--- src/rtl/dev_port_fifo_pkg.sv ---
// Shared definitions for the device port: destination field layout and broadcast address.
// Latency: n/a (types, constants and a pure function only).
// Backpressure: n/a.
package dev_port_fifo_pkg;

    // The destination ID occupies the top DEST_W bits of every bus word (MSB-aligned).
    localparam int DEST_W = 8;

    // Default destination accepted by every device.
    localparam logic [DEST_W-1:0] BROADCAST_DEFAULT = 8'hFF;

    // Widest word dest_of() can handle; callers zero-extend narrower words.
    localparam int WORD_MAX = 256;

    // Extract the destination field of a word whose MSB sits at index 'msb'.
    function automatic logic [DEST_W-1:0] dest_of(input logic [WORD_MAX-1:0] word,
                                                  input logic [7:0]          msb);
        return word[msb -: DEST_W];
    endfunction

endpackage

--- src/rtl/dev_port_fifo_sync_fifo_fwft.sv ---
// Circular-buffer FIFO with first-word-fall-through head; count/full/empty are registered.
// Latency: a word written at edge N is visible on rd_data after edge N; no bypass path.
// Backpressure: writes while full are dropped (ovf pulses) unless a read frees a slot the same cycle.
// Ports: clk/reset (sync, active-low); wr/wr_data in; rd in; rd_data/full/empty/count out; ovf = dropped write this cycle.
module sync_fifo_fwft #(
    parameter int profundidad = 8,
    parameter int BITS        = 32
) (
    input  logic                             clk,
    input  logic                             reset,
    input  logic                             wr,
    input  logic [BITS-1:0]                  wr_data,
    input  logic                             rd,
    output logic [BITS-1:0]                  rd_data,
    output logic                             full,
    output logic                             empty,
    output logic [$clog2(profundidad+1)-1:0] count,
    output logic                             ovf
);
    localparam int AW = $clog2(profundidad);
    localparam int CW = $clog2(profundidad + 1);

    logic [BITS-1:0] mem [profundidad];
    logic [AW-1:0]   wr_ptr;
    logic [AW-1:0]   rd_ptr;
    logic [CW-1:0]   occ;
    logic            do_rd;
    logic            do_wr;

    // A read only happens when there is something to read; a full FIFO still
    // accepts a write when the same-cycle read frees the head slot.
    assign do_rd = rd && (occ != '0);
    assign do_wr = wr && ((occ != CW'(profundidad)) || do_rd);
    assign ovf   = wr && !do_wr;

    assign rd_data = mem[rd_ptr];
    assign full    = (occ == CW'(profundidad));
    assign empty   = (occ == '0);
    assign count   = occ;

    // Storage is intentionally not reset.
    always_ff @(posedge clk) begin
        if (do_wr && reset) begin
            mem[wr_ptr] <= wr_data;
        end
    end

    // Pointers wrap naturally because profundidad is a power of two.
    always_ff @(posedge clk) begin
        if (!reset) begin
            wr_ptr <= '0;
            rd_ptr <= '0;
            occ    <= '0;
        end else begin
            if (do_wr) begin
                wr_ptr <= wr_ptr + 1'b1;
            end
            if (do_rd) begin
                rd_ptr <= rd_ptr + 1'b1;
            end
            case ({do_wr, do_rd})
                2'b10:   occ <= occ + 1'b1;
                2'b01:   occ <= occ - 1'b1;
                default: occ <= occ;
            endcase
        end
    end

endmodule

--- src/rtl/dev_port_fifo.sv ---
// Per-device bus port: TX FIFO toward the bus, address-filtered RX FIFO toward the agent, overflow counters.
// Latency: one cycle write-to-visible on both sides; heads are combinational (FWFT).
// Backpressure: none upstream; overflowing words are dropped and counted (saturating).
// Ports: clk/reset; agent wr_en/wr_data/full, rd_valid/rd_data/rd_en; bus pndng/D_pop/pop, push/D_push; tx_count, tx_ovf_cnt, rx_ovf_cnt.
module dev_port_fifo
    import dev_port_fifo_pkg::*;
#(
    parameter int          profundidad = 8,
    parameter int          BITS        = 32,
    parameter logic [7:0]  ID          = 8'd0,
    parameter logic [7:0]  broadcast   = BROADCAST_DEFAULT,
    parameter int          CNT_W       = 16
) (
    input  logic                             clk,
    input  logic                             reset,
    input  logic                             wr_en,
    input  logic [BITS-1:0]                  wr_data,
    output logic                             full,
    output logic                             pndng,
    output logic [BITS-1:0]                  D_pop,
    input  logic                             pop,
    input  logic                             push,
    input  logic [BITS-1:0]                  D_push,
    output logic                             rd_valid,
    output logic [BITS-1:0]                  rd_data,
    input  logic                             rd_en,
    output logic [$clog2(profundidad+1)-1:0] tx_count,
    output logic [CNT_W-1:0]                 tx_ovf_cnt,
    output logic [CNT_W-1:0]                 rx_ovf_cnt
);
    localparam int CW = $clog2(profundidad + 1);

    logic          tx_empty;
    logic          tx_ovf;
    logic          rx_full;
    logic          rx_empty;
    logic [CW-1:0] rx_count;
    logic          rx_ovf;
    logic [7:0]    rx_dest;
    logic          rx_accept;
    logic          rx_unused;

    sync_fifo_fwft #(.profundidad(profundidad), .BITS(BITS)) u_tx (
        .clk     (clk),
        .reset   (reset),
        .wr      (wr_en),
        .wr_data (wr_data),
        .rd      (pop),
        .rd_data (D_pop),
        .full    (full),
        .empty   (tx_empty),
        .count   (tx_count),
        .ovf     (tx_ovf)
    );

    // Only words addressed to this device or to broadcast enter the RX FIFO;
    // everything else is discarded without touching the overflow counter.
    assign rx_dest   = dest_of(WORD_MAX'(D_push), 8'(BITS - 1));
    assign rx_accept = push && ((rx_dest == ID) || (rx_dest == broadcast));

    sync_fifo_fwft #(.profundidad(profundidad), .BITS(BITS)) u_rx (
        .clk     (clk),
        .reset   (reset),
        .wr      (rx_accept),
        .wr_data (D_push),
        .rd      (rd_en),
        .rd_data (rd_data),
        .full    (rx_full),
        .empty   (rx_empty),
        .count   (rx_count),
        .ovf     (rx_ovf)
    );

    // RX occupancy/full are not exported; fold them into one sink.
    assign rx_unused = ^{rx_full, rx_count};

    assign pndng    = !tx_empty;
    assign rd_valid = !rx_empty;

    // Overflow counters stick at all-ones rather than wrapping.
    always_ff @(posedge clk) begin
        if (!reset) begin
            tx_ovf_cnt <= '0;
            rx_ovf_cnt <= '0;
        end else begin
            if (tx_ovf && (tx_ovf_cnt != '1)) begin
                tx_ovf_cnt <= tx_ovf_cnt + 1'b1;
            end
            if (rx_ovf && (rx_ovf_cnt != '1)) begin
                rx_ovf_cnt <= rx_ovf_cnt + 1'b1;
            end
        end
    end

endmodule

--- config.mk ---
export PLATFORM = sky130hd
export DESIGN_NAME = dev_port_fifo
export DESIGN_NICKNAME = d
export VERILOG_FILES = /design/src/rtl/dev_port_fifo_pkg.sv /design/src/rtl/dev_port_fifo_sync_fifo_fwft.sv /design/src/rtl/dev_port_fifo.sv
export SDC_FILE = /design/constraint.sdc
export NUM_CORES = 1
export LEC_CHECK = 0
export CAP_MARGIN = 0
export CORE_ASPECT_RATIO = 0.75
export CORE_MARGIN = 1.5
export CORE_UTILIZATION = 30
export DETAILED_ROUTE_END_ITERATION = 16
export PLACE_DENSITY = 0.58
export SLEW_MARGIN = 20
export SYNTH_ARGS = -nofsm -noshare
export SYNTH_HDL_FRONTEND = slang
export SYNTH_SLANG_ARGS = --single-unit
--- constraint.sdc ---
create_clock -name clk -period 5.15 [get_ports clk]
set_clock_uncertainty 0.05 [all_clocks]
set_input_delay 0.515 -clock clk [delete_from_list [all_inputs] [get_ports clk]]
set_output_delay 0.515 -clock clk [all_outputs]
set_load 0.01 [all_outputs]
==> flow_summary.toml, run 1 <==
[layout]
fin_nets = 1380
final_cells = 2310
drive_above_1_share_pct = 24.8
antenna_cells = 0
fillers = 6728
area_delta_synth_final_pct = 21.9

[timing]
fin_crit_sh_pct = 74.3
tns_ns = 0
slew_viol_final = 0
rsz0062_at_grt = "false"
setup_viol = 0
period_needed_ns = 3.82
fmax_mhz = 262
tightest_slew_ns = 1.09
hold_viol = 0
slew_headroom_pct = 27.7

[synthesis]
synth.avg_cell_area_sq_um = 20.4
syn_nets = 1172
synth_edf_count = 512
syn-cell-area_sq_mm = 0.0222
synthDominantCellAreaShare_pct = 69.2
synth-main-ff-cell = "edfxtp_1"
ys_top_cells_by_area = "edfxtp_1 (69%), mux4_2 (13%), dfxtp_1 (5.2%)"
synth-seq-area-share_pct = 74.5
ys_types = 59
ys_async_sr_fraction_pct = 0
yosys_warnings = 0
syn_inst = 1089
synth_top_area_cell = "edfxtp_1"
synth_seq_cells = 570

[cts]
ctsHoldBuffers = 0
post_cts_buffers = 0
clkLatencyLatePin_ns = 0.61
cts_buffer_depth = 3
ctsResizeCount = 0
cts_tree = "built"
cts.clk_slew.worst_paths_ns = 0.06
root_buffer = "clkbuf_16"
numCtsBuffers = 57
cts.htree.levels = 2
cts.sinks = 570

[detailed_routing]
vias = 10900
dr.pass1.iters = 4
drt-initial-drc-count = 541
via_per_inst = 4.71
wl_per_cell_um = 20.3
ant_nets = 0
drc = 0
wl_um = 46800

[setup_path]
cpMaxStageDelayCell = "dfxtp_4"
cp-end-kind = "output pin"
crit_required_ns = 4.59
crit_path_start_kind = "flop"
cp_cell_sequence = "buf_12 > mux4_2 > mux2_2 > clkdlybuf4s50_1"
slowest_delay_ns = 0.91
cp.arrival_ns = 3.26
worst-path-buf-inv = 2
cp_max_fo = 40
critical_path_class = "flop to output pin"
crit_family = "flip-flops"

[power_and_ir_drop]
p_leak_nw = 8.25
ir_drop_v = 0.000255
power_density_mw_per_mm2 = 385

[floorplanning]
die_area_sq_mm = 0.0757
placementRows = 86
die_w_um = 317
start_util_pct = 30.3
core_region_area_sq_mm = 0.0734
io_pins = 173
die_y_um = 239

[placement]
routabilityCongestion = 0.768
dp.cells = 2206
post-dp-hpwl_um = 27500
port_buffers = 172

[min_path]
holdCritPathClass = "flop to flop"

[global_route]
grt_pass1_vias = 11500
grt_overflow = 0
grt_max_degree = 44
groute.usage.overall_pct = 12.4
grt_pass1_wl_um = 71100
antenna_found_initial = 2

[job]
maxCapViolCount = 0

[outcome]
outcome = "finished clean"
layer usage:
metal  GRT usage (%)  part of all wire [%]  up-vias
li1                -                     -     4881
met1            18.0                    48     5739
met2            19.2                    47      185
met3            2.19                   4.0       63
met4            3.30                   1.8        4
met5               0                 0.058        -
cell type report:
cell class	instances	area (sq um)	area share, %
inverters	14	52.6	0.194
well taps	968	1210	4.47
repair buffers	198	1970	7.27
flip-flops and latches	570	16500	61.1
clock buffers	70	1480	5.45
clock inverters	34	295	1.09
multi-input cells	456	5520	20.4
tightest hold or removal path, stage by stage, from the launching register on:
cell and delay [ns]:
dfxtp_1 0.34, nand2_1 0.06, mux2i_1 0.05
sequential cells by signal, summed over array words and instances, names as in the netlist, named ones only:
name	flops
u_rx.count	4
tx_ovf_cnt	16
u_tx.count	4
u_rx.wr_ptr	3
u_rx.mem	256
u_tx.mem	256
u_tx.wr_ptr	3
u_rx.rd_ptr	3
rx_ovf_cnt	16
u_tx.rd_ptr	3
cells in the mapped netlist, types with 11 or more instances:
cell,count
clkbuf_1,31
nor2_1,45
nand3_1,16
edfxtp_1,512
ha_1,11
a21oi_1,16
mux4_2,128
nand2_1,20
nand2b_1,11
buf_2,14
inv_1,12
mux2_2,64
mux2i_1,15
dfxtp_1,58
xnor2_1,15
power by group:
part / switching (mW) / internal [mW]
Sequential: 0.112 / 5.11
Combinational: 0.546 / 0.729
Clock: 1.74 / 2.19
Total: 2.40 / 8.03
kinds of logic (layout without fill, tap and decap cells):
group / after synthesis / after routing / share of synthesized area [%]
adders and majority gates: 13 / 13 / 0.800
DFF: 570 / 570 / 74.5
and+or+nand+nor: 165 / 165 / 4.20
AOI/OAI and AO/OA: 46 / 46 / 1.47
muxes: 207 / 207 / 16.9
xor gates and xnor gates: 25 / 25 / 0.986
buffers and inverters: 63 / 316 / 1.18
layout by cell type, fill, tap and decap left out, drive strengths merged, types with 5 or more instances in the layout:
master | netlist | routed
buf | 18 | 26
clkbuf | 31 | 70
edfxtp | 512 | 512
nor3 | 10 | 10
mux2i | 15 | 15
clkinv | 1 | 28
nor4 | 11 | 11
dfxtp | 58 | 58
xnor2 | 15 | 15
or4 | 8 | 8
nand4 | 11 | 11
nand2 | 20 | 20
and3 | 6 | 6
xor2 | 10 | 10
ha | 11 | 11
mux4 | 128 | 128
nor2 | 46 | 46
nand3 | 16 | 16
inv | 13 | 13
a21oi | 16 | 16
o21ai | 5 | 5
nand2b | 11 | 11
clkdlybuf4s50 | 0 | 172
mux2 | 64 | 64
or3 | 5 | 5
path summary, 6_finish.rpt:
kind	from	end	slack, ns	cells past startpoint
setup / recovery	flop	rd_data[8]	1.33	4
hold / removal	rx_ovf_cnt[9]	rx_ovf_cnt[9]	0.45	2
setup reg to reg	u_tx.count[0]	u_tx.mem[7][15]	2.08	6
hold reg to reg	rx_ovf_cnt[9]	rx_ovf_cnt[9]	0.45	2
stage by stage:
step                      area, sq um  util, %  setup WS [ns]  total power [mW]  hold slack [ns]
after detailed placement        25300     34.5           1.25              6.64            0.444
after global placement          25300     34.5           1.28              6.62            0.424
after global routing            27100     36.9           1.03              10.8            0.471
after CTS                       27100     36.9           1.15              10.6            0.456
after floorplan                 22200        -         0.0110              6.05            0.416
final                           27100     36.9           1.33              10.4            0.454
Power figures use the tool's default switching activity.
==> inputs of run 2 (changes only) <==
--- a/config.mk
+++ b/config.mk
@@ -10,7 +10,7 @@
 export CORE_MARGIN = 1.5
 export CORE_UTILIZATION = 30
 export DETAILED_ROUTE_END_ITERATION = 16
-export PLACE_DENSITY = 0.58
+export PLACE_DENSITY = 0.57
 export SLEW_MARGIN = 20
 export SYNTH_ARGS = -nofsm -noshare
 export SYNTH_HDL_FRONTEND = slang
==> constraint.sdc (replaced) <==
create_clock -name clk -period 3.6 [get_ports clk]
set_clock_uncertainty 0.05 [all_clocks]
set_input_delay 0.36 -clock clk [delete_from_list [all_inputs] [get_ports clk]]
set_output_delay 0.36 -clock clk [all_outputs]
set_load 0.01 [all_outputs]
==> run 2 against run 1 <==
  * Worst hold slack worse by 0.031 ns
  * Sequential power is 42% higher
  * Via count is 0.51% higher
  * Sequential share of layout area is 1.3 points lower
  * Clock power is 56% higher
  * Sequential cell count stayed put
  * Non-clock buffer count is 17 higher
  * Critical path depth stayed put
  * Register-to-register slack worse by 1.3 ns
  * First-iteration DRC count is 28% higher
  * Critical endpoint is now D_pop[12]
  * Highest routed layer unchanged
==> flow_summary.toml, run 2 (synthesized netlist as in run 1, its figures left out) <==
[floorplanning]
core_region_area_sq_mm = 0.0734
io_pins = 173
die_area_sq_mm = 0.0757
die_w_um = 317
start_util_pct = 30.3
die_y_um = 239
placementRows = 86

[layout]
fin_nets = 1398
final_cell_mix = "edfxtp_1 (512), clkdlybuf4s50_1 (172), mux4_2 (128)"
fin_util_pct = 37.7
design_area_sq_mm = 0.0277
multi_input_area_sq_mm = 0.00555
fillers = 6658
drive_above_1_share_pct = 26.6
final_cells = 2333
final_common_cell = "edfxtp_1"
antenna_cells = 0
area_delta_synth_final_pct = 24.5
regArea_sq_mm = 0.0165
top_regs = "u_rx.mem: 256 flops, u_tx.mem: 256 flops"

[global_route]
grt_overflow = 0
antenna_found_initial = 1
grt_pass1_wl_um = 70500
groute.usage.overall_pct = 12.3
grt_pass1_vias = 11600
grt_max_degree = 60

[outcome]
outcome = "finished clean"

[cts]
clkLatencyLatePin_ns = 0.61
cts_buffer_depth = 3
ctsResizeCount = 0
cts.clk_slew.worst_paths_ns = 0.07
ctsHoldBuffers = 0
numCtsBuffers = 58
cts.sinks = 570
post_cts_buffers = 0
cts_tree = "built"
root_buffer = "clkbuf_16"
cts.htree.levels = 2

[job]
maxCapViolCount = 0

[min_path]
holdCritPathClass = "input port to flop"

[power_and_ir_drop]
total_power_mw = 15.5
p_leak_nw = 8.48
power_density_mw_per_mm2 = 560
ir_drop_v = 0.000422

[timing]
setup_ws_ns = 0.293
whs_ns = 0.423
tightest_slew_ns = 0.973
tns_ns = 0
slew_viol_final = 0
hold_viol = 0
setup_viol = 0
rsz0062_at_grt = "false"
fin_crit_sh_pct = 91.9
fmax_mhz = 302
slew_headroom_pct = 34.3
period_needed_ns = 3.31

[placement]
routabilityCongestion = 0.743
post-dp-hpwl_um = 27800
dp.cells = 2223
port_buffers = 172
dp_slack_ns = 0.315
place_area_sq_mm = 0.0257

[detailed_routing]
via_per_inst = 4.68
wl_per_cell_um = 19.8
wl_um = 46300
dr.pass1.iters = 4
drc = 0
ant_nets = 0
drt-initial-drc-count = 695
vias = 10900

[setup_path]
cpMaxStageDelayCell = "dfxtp_4"
crit_required_ns = 3.19
cp_max_fo = 20
slowest_delay_ns = 0.64
cp.arrival_ns = 2.90
critical_path_class = "flop to output pin"
cp-end-kind = "output pin"
crit_path_start_kind = "flop"
cp_cell_sequence = "buf_4 > mux4_2 > mux2_2 > clkdlybuf4s50_1"
[run 2: worst paths after layout]
kind	start	endpoint	slack (ns)	cells past startpoint
hold / removal	D_push[8]	u_rx.mem[5][8]	0.42	1
setup reg to reg	u_tx.count[0]	u_tx.count[3]	0.77	9
setup / recovery	flop	D_pop[12]	0.29	4
hold reg to reg	rx_ovf_cnt[15]	rx_ovf_cnt[15]	0.44	2
[run 2: power breakdown]
| group | total [mW] | switching (mW) | internal [mW] | leakage (nW) |
|---|---|---|---|---|
| sequential | 7.45 | 0.140 | 7.31 | 5.08 |
| clock | 6.12 | 2.57 | 3.56 | 0.955 |
| combinational | 1.90 | 0.808 | 1.09 | 2.44 |
| total | 15.5 | 3.51 | 12.0 | 8.48 |
[run 2: layout make-up]
class / count / share of cell area (%)
sequential: 570 / 59.8
inverter: 14 / 0.190
tap: 968 / 4.38
multi-input combinational: 456 / 20.1
clock buffer: 66 / 5.36
timing repair buffer: 215 / 8.39
clock inverter: 44 / 1.79
[run 2: layer usage]
layer | vias up | share of wire, % | GRT usage [%]
met5 | - | 0.037 | 0
li1 | 4931 | - | -
met3 | 56 | 4.1 | 2.28
met1 | 5733 | 48 | 17.6
met4 | 2 | 1.8 | 3.17
met2 | 205 | 46 | 19.1
[run 2: worst max-delay path, delay by kind of cell (launching register included)]
| family | cells | cell delay [ns] |
|---|---|---|
| muxes | 2 | 0.84 |
| DFF | 1 | 0.64 |
| buffers and inverters | 2 | 0.80 |
==> inputs of run 3 (changes only) <==
--- a/config.mk
+++ b/config.mk
@@ -11,7 +11,7 @@
 export CORE_UTILIZATION = 30
 export DETAILED_ROUTE_END_ITERATION = 16
 export PLACE_DENSITY = 0.57
-export SLEW_MARGIN = 20
+export SLEW_MARGIN = 15
 export SYNTH_ARGS = -nofsm -noshare
 export SYNTH_HDL_FRONTEND = slang
 export SYNTH_SLANG_ARGS = --single-unit
==> results of run 3 <==
Final layout, timing and power as in run 2 (identical DEF).
